$ cat src/rtl/adc_capture_fifo.sv
// Round-robin multi-channel ADC capture into a tagged FIFO with a registered read port.
// Optional build macro ADC_DROP_OLDEST_EN: when full, a new sample overwrites the oldest entry.
module adc_capture_fifo #(
  parameter int DWIDTH     = 32,
  parameter int NCHAN      = 4,
  parameter int DEPTH      = 8,
  parameter int SAMPLE_DIV = 16,
  localparam int CW        = (NCHAN > 1) ? $clog2(NCHAN) : 1,
  localparam int AW        = $clog2(DEPTH),
  localparam int CNTW      = AW + 1,
  localparam int TW        = $clog2(SAMPLE_DIV)
) (
  input  logic                    clock,
  input  logic                    reset,
  input  logic                    en,
  input  logic [NCHAN*DWIDTH-1:0] adcdata,
  input  logic                    rd_en,
  input  logic                    clr_ovf,
  output logic [DWIDTH-1:0]       rd_data,
  output logic [CW-1:0]           rd_chan,
  output logic                    rd_valid,
  output logic                    empty,
  output logic                    full,
  output logic [CNTW-1:0]         count,
  output logic                    overflow
);

  logic [TW-1:0]        timer_q, timer_d;
  logic [CW-1:0]        chan_q, chan_d;
  logic [AW-1:0]        wr_ptr_q, wr_ptr_d, rd_ptr_q, rd_ptr_d;
  logic [CNTW-1:0]      count_q, count_d;
  logic                 empty_q, empty_d, full_q, full_d, ovf_q, ovf_d;
  logic [DWIDTH-1:0]    rd_data_q, rd_data_d;
  logic [CW-1:0]        rd_chan_q, rd_chan_d;
  logic                 rd_valid_q, rd_valid_d;
  logic [DWIDTH+CW-1:0] mem_q [DEPTH];
  logic [DWIDTH-1:0]    chan_data [NCHAN];

  logic tick, pop, at_full, drop, wr_en, rd_adv;

  for (genvar k = 0; k < NCHAN; k++) begin : g_slice
    assign chan_data[k] = adcdata[k*DWIDTH +: DWIDTH];
  end

  assign tick    = en && (timer_q == TW'(SAMPLE_DIV - 1));
  assign pop     = rd_en && (count_q != '0);
  assign at_full = (count_q == CNTW'(DEPTH));
  assign drop    = tick && at_full && !pop;

`ifdef ADC_DROP_OLDEST_EN
  // A drop overwrites the head slot, so the read side advances with the write side.
  assign wr_en  = tick;
  assign rd_adv = pop || drop;
`else
  assign wr_en  = tick && (!at_full || pop);
  assign rd_adv = pop;
`endif

  always_comb begin
    timer_d    = timer_q;
    chan_d     = chan_q;
    wr_ptr_d   = wr_ptr_q;
    rd_ptr_d   = rd_ptr_q;
    count_d    = count_q + CNTW'(wr_en) - CNTW'(rd_adv);
    empty_d    = (count_d == '0);
    full_d     = (count_d == CNTW'(DEPTH));
    ovf_d      = clr_ovf ? 1'b0 : ovf_q;
    rd_data_d  = rd_data_q;
    rd_chan_d  = rd_chan_q;
    rd_valid_d = pop;

    if (!en) begin
      timer_d = '0;
      chan_d  = '0;
    end else if (tick) begin
      timer_d = '0;
      chan_d  = (chan_q == CW'(NCHAN - 1)) ? '0 : chan_q + CW'(1);
    end else begin
      timer_d = timer_q + TW'(1);
    end

    if (wr_en)  wr_ptr_d = wr_ptr_q + AW'(1);
    if (rd_adv) rd_ptr_d = rd_ptr_q + AW'(1);
    if (drop)   ovf_d    = 1'b1;

    if (pop) begin
      rd_data_d = mem_q[rd_ptr_q][DWIDTH-1:0];
      rd_chan_d = mem_q[rd_ptr_q][DWIDTH+CW-1:DWIDTH];
    end
  end

  always_ff @(posedge clock) begin
    if (!reset) begin
      timer_q    <= '0;
      chan_q     <= '0;
      wr_ptr_q   <= '0;
      rd_ptr_q   <= '0;
      count_q    <= '0;
      empty_q    <= 1'b1;
      full_q     <= 1'b0;
      ovf_q      <= 1'b0;
      rd_data_q  <= '0;
      rd_chan_q  <= '0;
      rd_valid_q <= 1'b0;
    end else begin
      timer_q    <= timer_d;
      chan_q     <= chan_d;
      wr_ptr_q   <= wr_ptr_d;
      rd_ptr_q   <= rd_ptr_d;
      count_q    <= count_d;
      empty_q    <= empty_d;
      full_q     <= full_d;
      ovf_q      <= ovf_d;
      rd_data_q  <= rd_data_d;
      rd_chan_q  <= rd_chan_d;
      rd_valid_q <= rd_valid_d;
    end
  end

  // Storage carries no reset; validity is tracked purely by the pointers and count.
  always_ff @(posedge clock) begin
    if (reset && wr_en) mem_q[wr_ptr_q] <= {chan_q, chan_data[chan_q]};
  end

  assign rd_data  = rd_data_q;
  assign rd_chan  = rd_chan_q;
  assign rd_valid = rd_valid_q;
  assign empty    = empty_q;
  assign full     = full_q;
  assign count    = count_q;
  assign overflow = ovf_q;

endmodule

$ cat config.mk
export PLATFORM = sky130hd
export DESIGN_NAME = adc_capture_fifo
export DESIGN_NICKNAME = d
export VERILOG_FILES = /design/src/rtl/adc_capture_fifo.sv
export SDC_FILE = /design/constraint.sdc
export NUM_CORES = 1
export LEC_CHECK = 0
export CORE_ASPECT_RATIO = 0.7
export CORE_UTILIZATION = 50
export CTS_BUF_LIST = sky130_fd_sc_hd__clkbuf_4
export CTS_CLUSTER_DIAMETER = 60
export CTS_CLUSTER_SIZE = 20
export DETAILED_ROUTE_END_ITERATION = 10
export PLACE_DENSITY = 0.81
export SLEW_MARGIN = 10
export SYNTH_ARGS = -nofsm -noshare
export SYNTH_HDL_FRONTEND = slang
export SYNTH_SLANG_ARGS = --single-unit
$ cat constraint.sdc
create_clock -name clock -period 7.3 [get_ports clock]
set_input_delay 1.46 -clock clock [delete_from_list [all_inputs] [get_ports clock]]
set_output_delay 1.46 -clock clock [all_outputs]
set_load 0.02 [all_outputs]
; ---- After elaboration in Yosys (flattened, before gate mapping)
; Memories as Yosys holds them, arrays and structs flattened. A register that Yosys moved wholly into a read port is not among the register bits.
; Cells that the tools add are included.
[totals]
reg_bits = 20
inputBits = 133
output_inout_bits = 42
elab_cells = 47
mem_bits_rw = 272
memories = 1
[memory_table]
columns = memory, words, word_bits, read_ports, rd_ports_with_merged_regs, wr, line
row1 = mem_q, 8, 34, 1, 1, 1, 36  ; logic [DWIDTH+CW-1:0] mem_q [DEPTH];
[classes]
eq_ne = 4
order_cmp = 1
add_sub_neg = 6
n_bitwise = 3
n_reduce_logical = 15
muxes = 8
[op_table]
columns = operator, count
row1 = $bmux 32 s2, 1
row2 = $mux 32, 2
row3 = $eq 4x4->1 const B, 3
row4 = $add 3x1->3 const B, 2
row5 = $logic_and 1x1->1, 6
row6 = $add 4x1->4, 1
row7 = $add 4x1->4 const B, 1
row8 = $logic_not 4->1, 1
row9 = $mux 1, 4
row10 = $reduce_bool 4->1, 1
row11 = $sub 4x1->4, 1
row12 = $ge 3x3->1 const B, 1
row13 = $logic_not 1->1, 3
row14 = $not 2->3, 1
row15 = $reduce_or 3->1, 1
row16 = $add 2x1->2 const B, 1
row17 = $eq 2x2->1 const B, 1
row18 = $mux 2, 1
row19 = $not 1->1, 2
row20 = $reduce_and 2->1, 1
row21 = $reduce_bool 2->1, 1
row22 = $logic_or 1x1->1, 1

; ---- Longest topological paths before layout
; Gate-level depths: netlist of run 1.
[depth]
ltp_word = 7
ltp_mapped = 15
mapped_depth_nobuf = 13

; ---- Least setup slack after synthesis of run 1
; Ideal clock, no wire load.
[synth_path]
path_kind = input port to flip-flop
start = in en
end = mem mem_q[0][0] (netlist name) (enable)
stages = 4
n_path_buf = 1
arrival_ns = 5.314
path_slack_ns = 1.476
required_time_ns = 6.790
path_cell_list = nand4_1 > a31o_2 > buf_2 > nor4_1
[synth_between]
elab_chain_len = 5
[synth_lines]
columns = element, line
row1 = start: declaration, 15  ; input logic en,
row2 = $logic_and 1x1->1, 45  ; assign tick = en && (timer_q == TW'(SAMPLE_DIV - 1));
row3 = $logic_and 1x1->1, 55  ; assign wr_en = tick && (!at_full || pop);
row4 = $logic_and 1x1->1, 122  ; if (reset && wr_en) mem_q[wr_ptr_q] <= {chan_q, chan_data[chan_q]};
row5 = $mux 1, 122
row6 = $mux 1 (implied by the code), 122
row7 = end: declaration, 36
; Every way passes these cells.

; ---- Final worst setup path of run 1
[layout_path]
start = in rd_en
end = reg empty_q (netlist: empty)
[layout_between]
elab_chain_len = 6
[layout_lines]
columns = element, line
row1 = start: declaration, 17  ; input logic rd_en,
row2 = $logic_and 1x1->1 (*), 46  ; assign pop = rd_en && (count_q != '0);
row3 = $logic_or 1x1->1, 55
row4 = $logic_and 1x1->1, 55
row5 = $add 4x1->4, 64  ; count_d = count_q + CNTW'(wr_en) - CNTW'(rd_adv);
row6 = $sub 4x1->4 (*), 64
row7 = $logic_not 4->1 (*), 65  ; empty_d = (count_d == '0);
row8 = end signal: assignment, 111  ; empty_q <= empty_d;
row9 = end: declaration, 32  ; logic empty_q, empty_d, full_q, full_d, ovf_q, ovf_d;
; Every way passes the cells marked *; elsewhere a longest branch is shown, timed or not.
; A chain may end at the register's enable or synchronous reset.

==> results.ini, run 1 <==
[status]
status=finished, final reports clean

[setup_path]
end_kind=register
cpMostUsedCell=inv_1
cp.arrival_ps=4120
crit_slowest_cell=and2_4
worst-setup-path-type=in2reg
crit_family=simple AND/OR/NAND/NOR gates
critPathMaxFanout=72
setup.worst_path.start_class=primary input
path_cells=clkdlybuf4s50_1 -> and2_4 -> nand2_2 -> o21ai_1 -> ha_1 -> inv_1 -> fa_1 -> xnor2_1 -> nor3b_1 -> inv_1 -> o21ai_0
worstPathRequired_ps=7910
crit_buf_inv=3
max_stage_delay_ps=690

[clock_tree]
cts_max_level=1
clkTransAtPathRegs_ps=180
clk_path_buf_depth=3
cts_setup_buffers=0
cts.repair.resized=0
hold_buffers=0
cts_made_buffers=20
clock_sinks=326
insertion_delay_ps=690
cts_tree=built
ctsRootBufferMaster=clkbuf_4

[cells_and_area]
fill_cells=1928
multi_input_area_um2=3720
area_growth_pct=17.4
regArea_um2=9260
layout-drive-gt1-share_pct=10.8
nets=1105

[yosys]
synth_nets=949
async_reset_ff_share_pct=0
synth_seq_cells=326
yosysUniqueCellTypes=40
ys_top_cells_by_area=edfxtp_1 (62%), mux2i_1 (10%), dfxtp_1 (8.2%), mux4_2 (5.4%), a22oi_1 (3.9%)
syn_area_per_cell_um2=16.4
yosys.area.top_type=edfxtp_1
synthFlopType=edfxtp_1
synth_edf_count=272
synthTopCellsByCount=edfxtp_1 (272), mux2i_1 (139), a22oi_1 (68), dfxtp_1 (54), nand2_1 (40)
syn_inst=806
syn_area_um2=13300
yosysWarnings=0
netlist.area_leader.share_pct=61.6
synth.most_common_cell=edfxtp_1
ys_seq_area_share_pct=69.8

[global_route]
gr-total-overflow=0
grt_first_pass_wirelength_um=40600
antenna_found_initial=1
top_usage_layer=met2
grt_pass1_vias=7404
grt_use_total_pct=19.5
grt_max_degree=73
met1_usage_pct=27.2
use_met3_pct=3.39
globalRouteMet2Util_pct=32.1

[floorplan]
die_width_um=197
row_count=49
die_h_um=138
die_area_um2=27200
initial_utilization_pct=51.2
core_area_um2=25900
ios=175

[placed_design]
place_congestion=0.728
io_buffer_count=174
dp_hpwl_um=15600

[route]
detail_route.iter0.violations=686
wl_per_cell_um=19.7
vias=7412
wl_um=26300
drc=0
viasPerCell=5.56
drtPass1Iterations=5
ant_nets=0

[sta]
rsz0062_at_grt=no
max_slew.worst_pin.slew_ps=1210
drv_slew=0
hold_viol=0
clock.fmax_ghz=0.285
post-route-period-util_pct=48.1
slew-limit-headroom_pct=19.3
period_minus_slack_ps=3510
finalSetupTns_ps=0
setup_viol=0
finClkSkew_ps=30.9

[power]
power_density_nw_per_um2=262
fin_total_pwr_mw=4.08
ir_worst_vdd_mv=0.276
leakagePower_nw=5.05

[run]
drv_cap=0

[min_path]
hold_path.class=reg2reg

-- worst paths after layout --
path	startpoint	to	slack [ps]	cells after the start
setup / recovery	rd_en	empty$_SDFF_PN1_	3790	11
hold / removal	timer_q[3]$_SDFF_PP0_	timer_q[3]$_SDFF_PP0_	530	2
setup reg to reg	count[2]$_SDFF_PN0_	empty$_SDFF_PN1_	4240	13
hold reg to reg	timer_q[3]$_SDFF_PP0_	timer_q[3]$_SDFF_PP0_	530	2
-- routing by layer --
metal  wire [µm]  share of wire, %  vias up
met4         421               1.6        0
met5           0                 0        -
met2       12600                48      258
met1       11600                44     3664
met3        1650               6.3       23
li1            -                 -     3467
-- power by group --
part / leakage, nW / internal, mW / switching, mW / total, mW
Combinational: 1.98 / 0.555 / 0.641 / 1.20
Clock: 0.165 / 0.213 / 0.516 / 0.729
Sequential: 2.91 / 2.10 / 0.0567 / 2.15
-- registers in the layout, indices dropped and copies added, names as in the netlist --
name,flops
mem_q,272
rd_data,32
count,4
timer_q,4
rd_ptr_q,3
wr_ptr_q,3
chan_q,2
rd_chan,2
empty,1
full,1
overflow,1
rd_valid,1
-- tightest hold or removal path, delay by kind of cell, from the launching register on --
kind           cells  cell delay, ps
flip-flops         1             370
AO/OA/AOI/OAI      2             140
-- cells by family (layout without fill, tap and decap cells) --
kind of cell | count (synthesis) | count (layout) | synth area share (%)
DFF | 326 | 326 | 69.8
AOI/OAI and AO/OA | 149 | 149 | 7.14
buffers and inverters | 61 | 231 | 2.68
other | 0 | 1 | 0
adders and majority gates | 10 | 10 | 1.00
muxes | 171 | 171 | 15.9
and+or+nand+nor | 83 | 83 | 3.08
xor gates and xnor gates | 6 | 6 | 0.396
-- per-stage QoR --
step                hold WS, ps  setup WS, ps  util (%)  area, µm²  std cells
floorplan                   456          1480         -      13300        806
global placement            480          3100      59.1      15300       1297
detailed placement          505          3050      59.1      15300       1297
CTS                         528          3780      60.2      15600       1333
global route                555          3560      60.2      15600       1334
finish                      529          3790      60.2      15600       1334
-- layout by cell type (no fill, tap or decap), drive strengths merged, types with 5 or more instances in the layout --
cell             n
a21oi           37
clkdlybuf4s50  173
mux2i          139
ha               9
o21ai           37
a22oi           68
clkbuf          34
buf             14
and2             9
dfxtp           54
mux4            32
inv              8
nor3             5
nor2             7
edfxtp         272
nand2           41
-- layout make-up --
cell class	instances	share of cell area, %
inverter	8	0.193
sequential	326	59.5
timing repair buffer	187	11.8
multi-input combinational	419	23.9
clock buffer	34	1.64
antenna	1	0.0161
tap	357	2.87
clock inverter	2	0.113
No activity file was read; power rests on OpenSTA's default activity.
==> run 2, diff against run 1 <==
Clock period 7.3 ns to 3.4 ns, I/O delays scaled along.
==> run 2 against run 1 <==
Effect of this change: clock power rose by 120%; critical path depth rose by 1; flip-flop and latch count unchanged; wire length rose by 1.7%; combinational power increased by 110%.
==> results.ini, run 2 (synthesis gave the netlist of run 1 again) <==
[route]
drtPass1Iterations=5
viasPerCell=5.60
wl_per_cell_um=20.0
detail_route.iter0.violations=586
vias=7486
ant_nets=0
drc=0
wl_um=26700

[run]
drv_cap=0

[setup_path]
cp.arrival_ps=3280
r2r_cells=12
crit_slowest_cell=fa_1
crit_buf_inv=3
end_kind=register
crit_cells=12
r2r_slack_ps=690
critPathMaxFanout=4
setup.worst_path.start_class=register
path_cells=inv_1 -> ha_1 -> or3b_1 -> and2_4 -> o21ai_1 -> ha_1 -> inv_1 -> fa_1 -> xnor2_1 -> nor3b_1 -> inv_1 -> o21ai_0
crit_family=simple AND/OR/NAND/NOR gates
worstPathRequired_ps=3970
max_stage_delay_ps=400
cpMostUsedCell=inv_1
worst-setup-path-type=reg2reg

[power]
swShare_pct=29.6
internal_power_mw=6.23
p_switching_mw=2.62
clkPwrFrac_pct=18.5
comb_power_share_pct=28.4
power_frac_seq_pct=53.1
fin_total_pwr_mw=8.85
power_density_nw_per_um2=562
ir_worst_vdd_mv=0.330
leakagePower_nw=5.11

[floorplan]
ios=175
die_h_um=138
core_area_um2=25900
initial_utilization_pct=51.2
die_area_um2=27200
die_width_um=197
row_count=49

[sta]
max_slew.worst_pin.slew_ps=1080
setup_viol=0
finClkSkew_ps=48.8
setup_slack_ps=691
slew-limit-headroom_pct=28.1
period_minus_slack_ps=2710
drv_slew=0
finalSetupTns_ps=0
hold_viol=0
clock.fmax_ghz=0.369
rsz0062_at_grt=no
finalHoldWorstSlack_ps=513
post-route-period-util_pct=79.7

[global_route]
grt_first_pass_wirelength_um=41600
grt_use_total_pct=19.8
gr-total-overflow=0
grt_pass1_vias=7456
grt_max_degree=57
antenna_found_initial=0

[cells_and_area]
largest_reg_flops=272
final_cell_mix=edfxtp_1 (272), clkdlybuf4s50_1 (173), mux2i_1 (139)
nets=1109
fill_cells=1899
largest_register=mem_q
layout-drive-gt1-share_pct=11.1
diodes=0
layout_commonest_cell=edfxtp_1
final_util_pct=60.9
area_growth_pct=18.8

[clock_tree]
cts_tree=built
cts_made_buffers=20
hold_buffers=0
cts_setup_buffers=0
cts_max_level=1
clkTransAtPathRegs_ps=200
insertion_delay_ps=670
cts.repair.resized=0
clock_sinks=326
clk_path_buf_depth=3
ctsRootBufferMaster=clkbuf_4

[placed_design]
dp_hpwl_um=16700
place_ws_ps=323
io_buffer_count=174
place_congestion=0.766

[status]
status=finished, final reports clean

[min_path]
whs_path_depth=1
hold_path.class=reg2reg

-- run 2: cell count changes in the layout (fill, tap and decap cells not counted) --
| cell | delta |
|---|---|
| buf_12 | +8 |
| buf_4 | -4 |
| nor4_2 | -3 |
| nor4_4 | +3 |
| clkinv_4 | -2 |
| bufinv_16 | +1 |
| diode_2 | -1 |
| inv_8 | +1 |
| nor3_2 | -1 |
| nor3_4 | +1 |
-- run 2: worst reg2reg max path, cell delays in order, from the launching register on --
cell     delay, ps
dfxtp_1        370
inv_1          120
ha_1           180
or3b_1         390
and2_4         200
o21ai_1        140
ha_1           180
inv_1           60
fa_1           400
xnor2_1        140
nor3b_1        250
inv_1           70
o21ai_0        130
-- run 2: cell type report --
| type | instances | area [µm²] | area share, % |
|---|---|---|---|
| multi-input combinational | 419 | 3750 | 23.8 |
| sequential | 326 | 9260 | 58.8 |
| inverter | 8 | 30.0 | 0.191 |
| timing repair buffer | 191 | 1960 | 12.5 |
| clock buffer | 34 | 255 | 1.62 |
| clock inverter | 2 | 41.3 | 0.262 |
| tap | 357 | 447 | 2.84 |
-- run 2: per-layer routing --
metal	wire length [µm]	global-route usage [%]	vias up
met5	0	0	-
met4	438	3.96	0
met3	1450	3.12	35
met2	12700	32.3	229
met1	12100	28.5	3737
li1	-	-	3485
-- run 2: stage by stage --
| stage | instances | area [µm²] |
|---|---|---|
| CTS | 1337 | 15800 |
| global route | 1337 | 15800 |
| finish | 1337 | 15800 |
| detailed placement | 1301 | 15500 |
| global placement | 1301 | 15500 |
| floorplan | 806 | 13300 |
-- run 2: worst paths after layout --
check	endpoint	from
hold / removal	timer_q[0]$_SDFF_PP0_	timer_q[0]$_SDFF_PP0_
setup reg to reg	empty$_SDFF_PN1_	count[2]$_SDFF_PN0_
hold reg to reg	timer_q[0]$_SDFF_PP0_	timer_q[0]$_SDFF_PP0_
setup / recovery	empty$_SDFF_PN1_	count[2]$_SDFF_PN0_
-- run 2: power groups by stage --
| stage | Sequential, mW | Combinational, mW | Clock [mW] |
|---|---|---|---|
| finish | 4.70 | 2.51 | 1.64 |
| global route | 4.73 | 2.71 | 1.81 |
| CTS | 4.70 | 2.53 | 1.67 |
| detailed placement | 4.79 | 2.52 | 0 |
| global placement | 4.78 | 2.46 | 0 |
| floorplan | 4.91 | 1.61 | 0 |
